[config.mk]
export PLATFORM = sky130hd
export DESIGN_NAME = jt12_wrqueue
export DESIGN_NICKNAME = d
export VERILOG_FILES = /design/src/rtl/jt12_wrqueue.sv
export SDC_FILE = /design/constraint.sdc
export NUM_CORES = 1
export LEC_CHECK = 0
export ABC_AREA = 1
export CORE_MARGIN = 10
export CORE_UTILIZATION = 29
export DETAILED_ROUTE_END_ITERATION = 8
export SETUP_SLACK_MARGIN = 0.05
export SLEW_MARGIN = 20
export SYNTH_ARGS = -nofsm -noshare
export SYNTH_HDL_FRONTEND = slang
export SYNTH_SLANG_ARGS = --single-unit
export TNS_END_PERCENT = 100
[constraint.sdc]
create_clock -name clk -period 6.5 [get_ports clk]
set_clock_uncertainty 0.2 [all_clocks]
set_input_delay 1.3 -clock clk [delete_from_list [all_inputs] [get_ports clk]]
set_output_delay 1.3 -clock clk [all_outputs]
set_load 0.01 [all_outputs]
[src/rtl/jt12_wrqueue.sv]
// jt12_wrqueue
// Write queue and bus sequencer that sits in front of the jt12 core.
// The CPU pushes register writes into a small FIFO, one entry per cycle.
// A sequencer replays each entry onto the jt12 bus pins. Before every
// data-port write it polls the status byte until the busy bit clears, so
// the CPU never has to poll busy itself. Runs on the jt12 clock.
//
// Ports:
//   clk, rst            clock and asynchronous active-high reset
//   cpu_wr              push strobe, one entry per high cycle
//   cpu_addr, cpu_din   jt12 address (bit0=1 selects the data port) and data
//   full, empty, level  FIFO status (level counts queued entries)
//   drop                one-cycle pulse, a push was rejected because the FIFO was full
//   timeout             one-cycle pulse, a write was forced after the busy poll gave up
//   idle                FIFO empty and sequencer idle
//   ym_addr, ym_din     jt12 addr / din
//   ym_cs_n, ym_wr_n    jt12 chip select / write strobe (active low)
//   ym_dout             jt12 status byte, bit7 = busy
module jt12_wrqueue #(
  parameter int DEPTH_LOG2   = 4,
  parameter int WR_PULSE     = 2,
  parameter int POLL_WAIT    = 2,
  parameter int BUSY_TIMEOUT = 1023
) (
  input  logic                clk,
  input  logic                rst,
  input  logic                cpu_wr,
  input  logic [1:0]          cpu_addr,
  input  logic [7:0]          cpu_din,
  output logic                full,
  output logic                empty,
  output logic [DEPTH_LOG2:0] level,
  output logic                drop,
  output logic                timeout,
  output logic                idle,
  output logic [1:0]          ym_addr,
  output logic [7:0]          ym_din,
  output logic                ym_cs_n,
  output logic                ym_wr_n,
  input  logic [7:0]          ym_dout
);

  localparam int DEPTH = 1 << DEPTH_LOG2;
  localparam logic [DEPTH_LOG2:0] FULL_LEVEL = {1'b1, {DEPTH_LOG2{1'b0}}};
  localparam logic [DEPTH_LOG2:0] ONE_LEVEL  = {{DEPTH_LOG2{1'b0}}, 1'b1};
  localparam logic [3:0]  POLL_LAST  = 4'(POLL_WAIT - 1);
  localparam logic [3:0]  PULSE_LAST = 4'(WR_PULSE - 1);
  localparam logic [15:0] BUSY_LIMIT = 16'(BUSY_TIMEOUT);

  typedef enum logic [1:0] {
    IDLE  = 2'd0,
    POLL  = 2'd1,
    WRITE = 2'd2,
    GAP   = 2'd3
  } state_t;

  logic [9:0]            mem [DEPTH];
  logic [DEPTH_LOG2-1:0] wr_ptr, rd_ptr;
  logic [DEPTH_LOG2:0]   count, count_nxt;
  logic                  push_ok, pop;

  state_t                state, state_nxt;
  logic [3:0]            cnt, cnt_nxt;
  logic [15:0]           poll_timer, poll_timer_nxt;
  logic [9:0]            entry, entry_nxt;
  logic                  timeout_nxt;

  // Only the busy flag of the status byte matters here.
  logic                  dout_unused;
  assign dout_unused = ^ym_dout[6:0];

  // The full test looks at the pre-pop occupancy, so a push that lands
  // while full is dropped even if the sequencer pops in the same cycle.
  assign push_ok = cpu_wr && (count != FULL_LEVEL);
  assign level   = count;

  // Occupancy after this cycle's push and pop.
  always_comb begin
    count_nxt = count;
    case ({push_ok, pop})
      2'b10:   count_nxt = count + ONE_LEVEL;
      2'b01:   count_nxt = count - ONE_LEVEL;
      default: count_nxt = count;
    endcase
  end

  // FIFO storage, entries packed as {addr, din}. Storage needs no reset;
  // the pointers define which words are valid.
  always_ff @(posedge clk) begin
    if (push_ok) mem[wr_ptr] <= {cpu_addr, cpu_din};
  end

  // Sequencer next-state logic. The shared counter times both the status
  // read window (POLL) and the write strobe width (WRITE); it is cleared
  // whenever one of those windows starts.
  always_comb begin
    state_nxt      = state;
    cnt_nxt        = cnt;
    poll_timer_nxt = poll_timer;
    entry_nxt      = entry;
    pop            = 1'b0;
    timeout_nxt    = 1'b0;
    case (state)
      IDLE: begin
        if (count != '0) begin
          pop       = 1'b1;
          entry_nxt = mem[rd_ptr];
          cnt_nxt   = '0;
          if (mem[rd_ptr][8]) begin
            poll_timer_nxt = '0;
            state_nxt      = POLL;
          end else begin
            state_nxt = WRITE;
          end
        end
      end
      POLL: begin
        if (cnt == POLL_LAST) begin
          cnt_nxt = '0;
          if (!ym_dout[7]) begin
            state_nxt = WRITE;
          end else if (poll_timer < BUSY_LIMIT) begin
            poll_timer_nxt = poll_timer + 16'd1;
          end else begin
            timeout_nxt = 1'b1;
            state_nxt   = WRITE;
          end
        end else begin
          cnt_nxt = cnt + 4'd1;
        end
      end
      WRITE: begin
        if (cnt == PULSE_LAST) begin
          cnt_nxt   = '0;
          state_nxt = GAP;
        end else begin
          cnt_nxt = cnt + 4'd1;
        end
      end
      GAP: state_nxt = IDLE;
      default: state_nxt = IDLE;
    endcase
  end

  // All state and every output is registered. Bus pins are driven from the
  // next state so they line up with the cycle the sequencer is actually in.
  // ym_addr/ym_din only move when a POLL or WRITE window opens, which keeps
  // them stable across the whole strobe.
  always_ff @(posedge clk or posedge rst) begin
    if (rst) begin
      wr_ptr     <= '0;
      rd_ptr     <= '0;
      count      <= '0;
      state      <= IDLE;
      cnt        <= '0;
      poll_timer <= '0;
      entry      <= '0;
      full       <= 1'b0;
      empty      <= 1'b1;
      idle       <= 1'b1;
      drop       <= 1'b0;
      timeout    <= 1'b0;
      ym_addr    <= 2'b00;
      ym_din     <= 8'h00;
      ym_cs_n    <= 1'b1;
      ym_wr_n    <= 1'b1;
    end else begin
      if (push_ok) wr_ptr <= wr_ptr + 1'b1;
      if (pop)     rd_ptr <= rd_ptr + 1'b1;
      count      <= count_nxt;
      state      <= state_nxt;
      cnt        <= cnt_nxt;
      poll_timer <= poll_timer_nxt;
      entry      <= entry_nxt;
      full       <= (count_nxt == FULL_LEVEL);
      empty      <= (count_nxt == '0);
      idle       <= (count_nxt == '0) && (state_nxt == IDLE);
      drop       <= cpu_wr && (count == FULL_LEVEL);
      timeout    <= timeout_nxt;
      ym_cs_n    <= !((state_nxt == POLL) || (state_nxt == WRITE));
      ym_wr_n    <= !(state_nxt == WRITE);
      if (state != POLL && state_nxt == POLL) begin
        ym_addr <= 2'b00;
        ym_din  <= entry_nxt[7:0];
      end else if (state != WRITE && state_nxt == WRITE) begin
        ym_addr <= entry_nxt[9:8];
        ym_din  <= entry_nxt[7:0];
      end
    end
  end

endmodule

# Yosys cells after proc, flatten, opt, wreduce, memory -nomap -nowiden
# Memories as Yosys holds them, arrays and structs flattened.
# Index checks and enable logic that the tools add are counted.
# word_totals
elab_cells	91
ram_bits	160
latchBits	0
romBits	0
reg_bits	62
mem_count	1
# classes
n_shift	0
n_bitwise	0
eq_ne	18
n_lt_le_gt_ge	1
add_sub_neg	6
reduce_logical	18
mux	31
div_mod_pow	0
multipliers	0
# mem_list
name	words	width	read_ports	rd_clocked_by_memory_dff	wr	line_no	text
mem	16	10	1	0	1	57	logic [9:0] mem [DEPTH];
# ops
cell	n
2-to-1 mux 16 bit	5
one-hot mux 16 bit (2 select lines)	1
2-to-1 mux 10 bit	2
adder 16 x 1 -> 16 bit, second input constant	1
less-than comparator 16 x 10 -> 1 bit, second input constant	1
2-to-1 mux 2 bit	8
2-to-1 mux 8 bit	2
adder 4 x 1 -> 4 bit, second input constant	3
inequality test 2 bit, second input constant	6
equality test 5 bit, second input constant	2
one-hot mux 5 bit (2 select lines)	1
equality test 2 bit, second input constant	4
2-to-1 mux 1 bit	8
2-to-1 mux 4 bit	2
one-hot mux 2 bit (4 select lines)	1
one-hot mux 4 bit (2 select lines)	1
equality test 2 x 1 -> 1 bit, second input constant	3
AND reduction 6 bit	1
nonzero test 2 bit	3
adder 5 x 1 -> 5 bit, second input constant	1
logical AND 1 bit	5
zero test 5 bit	1
inequality test 5 bit, second input constant	1
nonzero test 5 bit	1
8 further kinds	10

# Logic depth before layout (Yosys ltp)
# Gate-level depths: netlist of run 1.
# logic_depth
depth_word	9
mapped_depth	19
depth_no_buf	18

# Least setup slack after synthesis of run 1
# OpenSTA, ideal clock, no wires.
# synth_path
path_type	input to register
startpoint	in ym_dout[7]
endpoint	reg ym_din[0]
n_path_buf	1
path_slack_ps	3541
setup_time_ps	127
t_arrival_ps	2633
cell_stages	13
cell_sequence	nand3_1 > nand2_1 > a21oi_1 > o21ai_0 > nand2_1 > ha_1 > inv_1 > or2_2 > nand2_1 > inv_1 > clkbuf_1 > nand2_1 > o21ai_1
# synth_between
elab_chain_cells	6
# synth_lines
item	line_no	text
from (decl)	40	input logic [7:0] ym_dout
2-to-1 mux 2 bit *	120	if (!ym_dout[7]) begin
2-to-1 mux 2 bit *	118	if (cnt == POLL_LAST) begin
one-hot mux 2 bit (4 select lines) *	103	case (state)
via state_nxt[1]	62	state_t state, state_nxt;
equality test 2 x 1 -> 1 bit or equality test 2 bit (tied branches)	182, 185	
logical AND 1 bit (on tied branches)	182, 185	
2-to-1 mux 8 bit or nonzero test 2 bit (tied branches)	-	
to (signal assigned)	184	ym_din <= entry_nxt[7:0];
to (signal assigned)	187	ym_din <= entry_nxt[7:0];
to (decl)	37	output logic [7:0] ym_din,
# The timed path passes the listed nets; every way through them passes the cells marked *.
# A chain may end at the register's enable or synchronous reset.

# Worst setup path after layout of run 1
# layout_path
startpoint	reg rd_ptr[1]
endpoint	reg ym_din[4]
# layout_between
elab_chain_cells	7
# layout_lines
item	line_no	text
from (decl)	58	logic [DEPTH_LOG2-1:0] wr_ptr, rd_ptr;
from (signal assigned)	169	if (pop) rd_ptr <= rd_ptr + 1'b1;
memory (16 x 10 bit) *	-	
2-to-1 mux 2 bit	109	if (mem[rd_ptr][8]) begin
2-to-1 mux 2 bit	105	if (count != '0) begin
one-hot mux 2 bit (4 select lines)	103	
equality test 2 x 1 -> 1 bit or equality test 2 bit (tied branches)	182, 185	
logical AND 1 bit (on tied branches)	182, 185	
2-to-1 mux 8 bit or nonzero test 2 bit (tied branches)	-	
# Mark *: on every way between the ends. The rest lies on a longest branch, timed or not. The select of a mux whose other input is x is not followed.

==> impl_metrics.toml, run 1 <==
[outcome]
status = "finished, final reports clean"

[flow_run]
cap_violations = 0

[pwr]
intPower_mw = 3.15
p_comb_share_pct = 36.8
p_sw_share_pct = 38.0
p_switching_mw = 1.93
p_leak_nw = 3.91
ir_worst_vdd_v = 0.000170
power.density_nw_per_um2 = 469
p_clk_share_pct = 25.1
seq_power_share_pct = 38.1

[setup_path]
crit_path_end_kind = "flop"
r2r_cells = 15
r2r_end = "ym_din[4]"
crit_fanout = 45
r2r_slack_ps = 2850
worst_path_most_repeated_cell = "nand2_1"
worstSetupPathType = "reg2reg"
start_kind = "flop"
worstPathCellList = "buf_4 > inv_2 > o21ai_0 > o211ai_1 > nand3_1 > nand2_1 > nand2_2 > o211ai_1 > nand2_1 > ha_1 > inv_1 > or2_2 > nand2_1 > inv_1 > o21ai_1"
cp.required_ps = 6670
slowest_delay_ps = 610
reg2reg_from = "rd_ptr[1]"
cp.arrival_ps = 3820
crit_slowest_cell = "inv_2"

[sta]
fin_tns_setup_ps = 0
finalSetupViolations = 0
layout_setup_ws_ps = 2850
rsz0062_at_grt = "false"
holdWs_ps = 282
fin_crit_ps = 3650
post-route-period-util_pct = 56.2
slew_violations = 0
fmax_mhz = 274
hold_viol_final = 0
max_slew_margin_pct = 26.1
worst_pin_slew_ps = 1100

[clock_network]
clk_latency_ps = 500
clk_pin_slew_ps = 60
cts_resized = 0
cts_root_buf = "clkbuf_16"
cts_sinks = 222
htree_levels = 1
clock_path_buffers = 3
postCtsSetupBuffers = 0
numCtsBuffers = 22
tritoncts = "done"
postCtsHoldBufs = 0

[routing]
wl_mm = 21.1
drcViolationCount = 0
first_pass_iters = 4
drtAntennaViolNets = 0
vias = 5911
wire_per_inst_um = 17.1
drtIter0Drc = 402
viasPerCell = 4.79

[worst_hold_path]
holdPathStages = 2
min_from = "entry[8]"
hold_end = "entry[8]"
hold_class = "reg2reg"

[synthesis]
syn_inst = 786
ys_seq_elements = 222
yosysWarnings = 0
synth_edf_count = 160
seq_area_frac_synth_pct = 67.9
synthFlopType = "edfxtp_1"
syn_nets = 826
synth_area_per_cell_sq_um = 11.9
ys_types = 43
ys_async_sr_fraction_pct = 27.9
syn_area_sq_um = 9360

[floorplanning]
num_io_pins = 43
core_sq_um = 31700
start_util_pct = 29.5
die_w_um = 200
rows = 65
dieArea_sq_um = 39900
die_y_um = 200

[grt]
grt_usage_pct = 10.6
grt_max_degree = 54
grt_pass1_wl_mm = 32.9
grt_pass1_vias = 5784
antenna_found_initial = 0
grt-ovfl-total = 0

[cells_and_area]
fill_cells = 3085
final_layout_size_suffix_gt1_share_pct = 10.2
final_nets = 856
area_delta_synth_final_pct = 15.7
final_cell_count_no_fill = 1233
final_cell_mix = "edfxtp_1, nor2_1, o21ai_0"
diodes = 0
mostFrequentLayoutCell = "edfxtp_1"

[placement]
dpl.hpwl_mm = 12.8
dp.cells = 1194
gp_congestion = 0.746
dp_slack_ps = 2620
port_buffers = 35
## power groups by stage
stage,Combinational [mW],Sequential (mW),Clock (mW)
2_1_floorplan,1.35,1.93,0
3_3_place_gp,1.86,1.96,0
3_5_place_dp,1.89,1.97,0
4_1_cts,1.90,1.94,1.30
5_1_grt,2.13,1.96,1.36
6_report,1.87,1.94,1.27
## stage by stage
step | power [mW] | instance area, sq um | utilization [%]
global route | 5.46 | 10800 | 34.2
CTS | 5.14 | 10800 | 34.1
floorplan | 3.28 | 9360 | -
finish | 5.08 | 10800 | 34.2
detailed placement | 3.86 | 10100 | 31.8
global placement | 3.82 | 10100 | 31.8
## worst max-delay path by stage
stage / from / endpoint / cells past startpoint
2_1_floorplan: rst / cnt[0] / 1
3_5_place_dp: cpu_wr / mem[3][5] / 5
5_1_grt: rd_ptr[1] / ym_din[7] / 17
3_3_place_gp: cpu_wr / mem[7][4] / 5
6_report: rd_ptr[1] / ym_din[4] / 15
4_1_cts: rd_ptr[1] / ym_din[1] / 16
## per-layer routing
layer	wire length, um	part of all wire [%]	track usage (%)	up-vias
li1	-	-	-	2863
met1	9250	44	13.2	2898
met2	10600	50	18.5	129
met3	862	4.1	1.38	21
met4	319	1.5	3.17	0
met5	0	0	0	-
## cell type report
cell class,count,area (sq um),share of cell area [%]
Tap cell,402,503,4.64
Clock inverter,10,100,0.924
Inverter,68,263,2.42
Clock buffer,29,628,5.80
Sequential cell,222,6360,58.7
Multi-Input combinational cell,459,2570,23.7
Timing Repair Buffer,43,410,3.79
## sequential cells by signal, summed over array words and instances, names as in the netlist
signal / count
ym_cs_n: 1
ym_din: 8
ym_wr_n: 1
full: 1
mem: 160
ym_addr: 2
wr_ptr: 4
state: 2
cnt: 4
idle: 1
rd_ptr: 4
empty: 1
level: 5
entry: 10
timeout: 1
poll_timer: 16
drop: 1
## cells in the mapped netlist, types with 2 or more instances
cell | n | area, sq um
xor2_1 | 11 | 96.3
nand3_2 | 3 | 30.0
buf_6 | 3 | 33.8
buf_2 | 12 | 60.1
nand2_2 | 6 | 37.5
edfxtp_1 | 160 | 4800
o211ai_1 | 15 | 113
nand4_1 | 9 | 56.3
nor2_2 | 2 | 12.5
nand2_1 | 62 | 233
nand3_1 | 39 | 195
nor2_1 | 114 | 428
dfrtp_1 | 58 | 1450
buf_4 | 3 | 22.5
o21ai_0 | 86 | 430
nand2_4 | 2 | 22.5
o21bai_1 | 2 | 15.0
a21oi_1 | 7 | 35.0
o21ai_2 | 7 | 61.3
o21ai_1 | 20 | 100
ha_1 | 19 | 238
inv_2 | 2 | 7.51
o22ai_1 | 11 | 68.8
o221ai_1 | 27 | 236
dfstp_2 | 4 | 105
or2_2 | 3 | 18.8
clkbuf_1 | 17 | 63.8
inv_1 | 65 | 244
nor3_1 | 3 | 15.0
## worst max-delay path, delay by kind of cell (launching register included)
family,cells,cell delay [ps]
buffers and inverters,4,1370
adders and majority gates,1,200
and+or+nand+nor,6,730
AOI/OAI and AO/OA,4,620
DFF,1,360
## logic make-up after synthesis
logic type | share of synthesized area [%]
xor+xnor | 1.12
compound gates | 11.9
buf+inv | 4.82
fa+ha+maj | 2.54
flops | 67.9
simple gates | 11.7
(Power assumes the default switching activity.)
==> run 2: changes to the inputs <==
==> constraint.sdc (replaced) <==
create_clock -name clk -period 3.7 [get_ports clk]
set_clock_uncertainty 0.2 [all_clocks]
set_input_delay 0.74 -clock clk [delete_from_list [all_inputs] [get_ports clk]]
set_output_delay 0.74 -clock clk [all_outputs]
set_load 0.01 [all_outputs]
==> impl_metrics.toml, run 2 (synthesized netlist as in run 1, its figures left out) <==
[setup_path]
worst_path_most_repeated_cell = "nand2_1"
slowest_delay_ps = 550
worstSetupPathType = "reg2reg"
crit_slowest_cell = "dfrtp_2"
crit_path_end_kind = "flop"
start_kind = "flop"
cp_top_family = "simple AND/OR/NAND/NOR gates"
crit_buf_inv = 3
worstPathCellList = "buf_4 > o21ai_0 > o211ai_1 > nand3_1 > nand2_1 > nand2_2 > o211ai_1 > nand2_1 > ha_1 > inv_1 > or2_2 > nand2_1 > inv_1 > nand2_1 > o21ai_1"
cp.arrival_ps = 3380
cp.required_ps = 3920
crit_fanout = 18

[placement]
port_buffers = 35
placed_area_sq_um = 10300
dp_slack_ps = 541
dp.cells = 1218
gp_congestion = 0.791
dpl.hpwl_mm = 13.4

[flow_run]
cap_violations = 0

[clock_network]
clk_latency_ps = 530
postCtsHoldBufs = 0
cts_sinks = 222
clk_pin_slew_ps = 60
postCtsSetupBuffers = 0
numCtsBuffers = 24
tritoncts = "done"
cts_resized = 0
clock_path_buffers = 3
htree_levels = 1
cts_root_buf = "clkbuf_16"

[floorplanning]
num_io_pins = 43
die_y_um = 200
dieArea_sq_um = 39900
die_w_um = 200
start_util_pct = 29.5
rows = 65
core_sq_um = 31700

[routing]
drtIter0Drc = 460
drtAntennaViolNets = 0
wl_mm = 21.0
viasPerCell = 4.73
vias = 5968
wire_per_inst_um = 16.7
wl_met2_mm = 10.2
dr_wl_met3_um = 822
met1_length_mm = 9.38
first_pass_iters = 4
top_layer = "met4"
drcViolationCount = 0

[cells_and_area]
area_delta_synth_final_pct = 17.5
reg_top3 = "mem x160, poll_timer x16, entry x10"
final_cell_mix = "edfxtp_1, nor2_1, o21ai_0"
final_cell_count_no_fill = 1262
mostFrequentLayoutCell = "edfxtp_1"
regMostFlops = "mem"
final_nets = 882
final_layout_size_suffix_gt1_share_pct = 12.1
design_area_sq_um = 11000
diodes = 0
largest_register_ffs = 160

[pwr]
intPower_mw = 5.51
p_clk_share_pct = 24.0
power.density_nw_per_um2 = 814
p_sw_share_pct = 38.4
ir_worst_vdd_v = 0.000399
seq_power_share_pct = 37.7
p_leak_nw = 4.03
p_switching_mw = 3.44
power.total_mw = 8.96
p_comb_share_pct = 38.3

[sta]
slew_violations = 0
worst_pin_slew_ps = 635
post-route-period-util_pct = 85.3
fin_crit_ps = 3160
finalSetupViolations = 0
fmax_mhz = 317
fin_tns_setup_ps = 0
layout_setup_ws_ps = 544
max_slew_margin_pct = 57.5
rsz0062_at_grt = "false"
hold_viol_final = 0

[grt]
grt-ovfl-total = 0
grt_pass1_wl_mm = 33.2
grt_pass1_vias = 5876
grt_usage_pct = 10.7
antenna_found_initial = 0
grt_max_degree = 58

[worst_hold_path]
hold_class = "reg2reg"

[outcome]
status = "finished, final reports clean"
## run 2: cell types whose count changed in the layout (fill, tap and decap cells not counted), sizes merged
cell and change:
clkinv +8, inv -3, buf +24, clkinvlp +2, bufinv -2
## run 2: routing by layer
| layer | vias to the layer above | global-route usage, % |
|---|---|---|
| met1 | 2904 | 13.8 |
| met2 | 113 | 17.6 |
| met3 | 40 | 1.38 |
| met5 | - | 0 |
| li1 | 2911 | - |
| met4 | 0 | 4.54 |
## run 2: final cells by class
| class | instances | area (sq um) |
|---|---|---|
| tap | 402 | 503 |
| fill | 3086 | 20700 |
| inverter | 68 | 263 |
| sequential | 222 | 6360 |
| clock buffer | 29 | 629 |
| timing repair buffer | 67 | 603 |
| multi-input combinational | 459 | 2550 |
| clock inverter | 15 | 90.1 |
## run 2: path summary, 6_finish.rpt
check / startpoint / end / slack, ps / cells after the start
worst min-delay path: entry[8] / entry[8] / 280 / 2
max in group asynchronous: rst / idle / 2340 / 3
min in group asynchronous: rst / rd_ptr[3] / 300 / 2
worst max register to register: rd_ptr[0] / ym_din[7] / 540 / 15
worst max-delay path: rd_ptr[0] / ym_din[7] / 540 / 15
worst min register to register: entry[8] / entry[8] / 280 / 2
## run 2: worst reg2reg max path: cells and delay by family (launching register included)
| kind | cells | cell delay [ps] |
|---|---|---|
| adders and majority gates | 1 | 200 |
| AOI/OAI and AO/OA | 4 | 550 |
| and+or+nand+nor | 7 | 830 |
| buffers and inverters | 3 | 730 |
| DFF | 1 | 550 |
## run 2: power by group through the flow
| stage | registers [mW] | clock network, mW | logic [mW] |
|---|---|---|---|
| floorplan | 3.39 | 0 | 2.38 |
| global placement | 3.42 | 0 | 3.40 |
| detailed placement | 3.43 | 0 | 3.45 |
| CTS | 3.38 | 2.20 | 3.47 |
| global route | 3.43 | 2.30 | 3.89 |
| finish | 3.38 | 2.15 | 3.43 |
## run 2: through the flow
step                util (%)  hold slack, ps
floorplan                  -             244
global placement        32.4             273
detailed placement      32.4             265
CTS                     34.7             286
global route            34.7             304
finish                  34.7             282
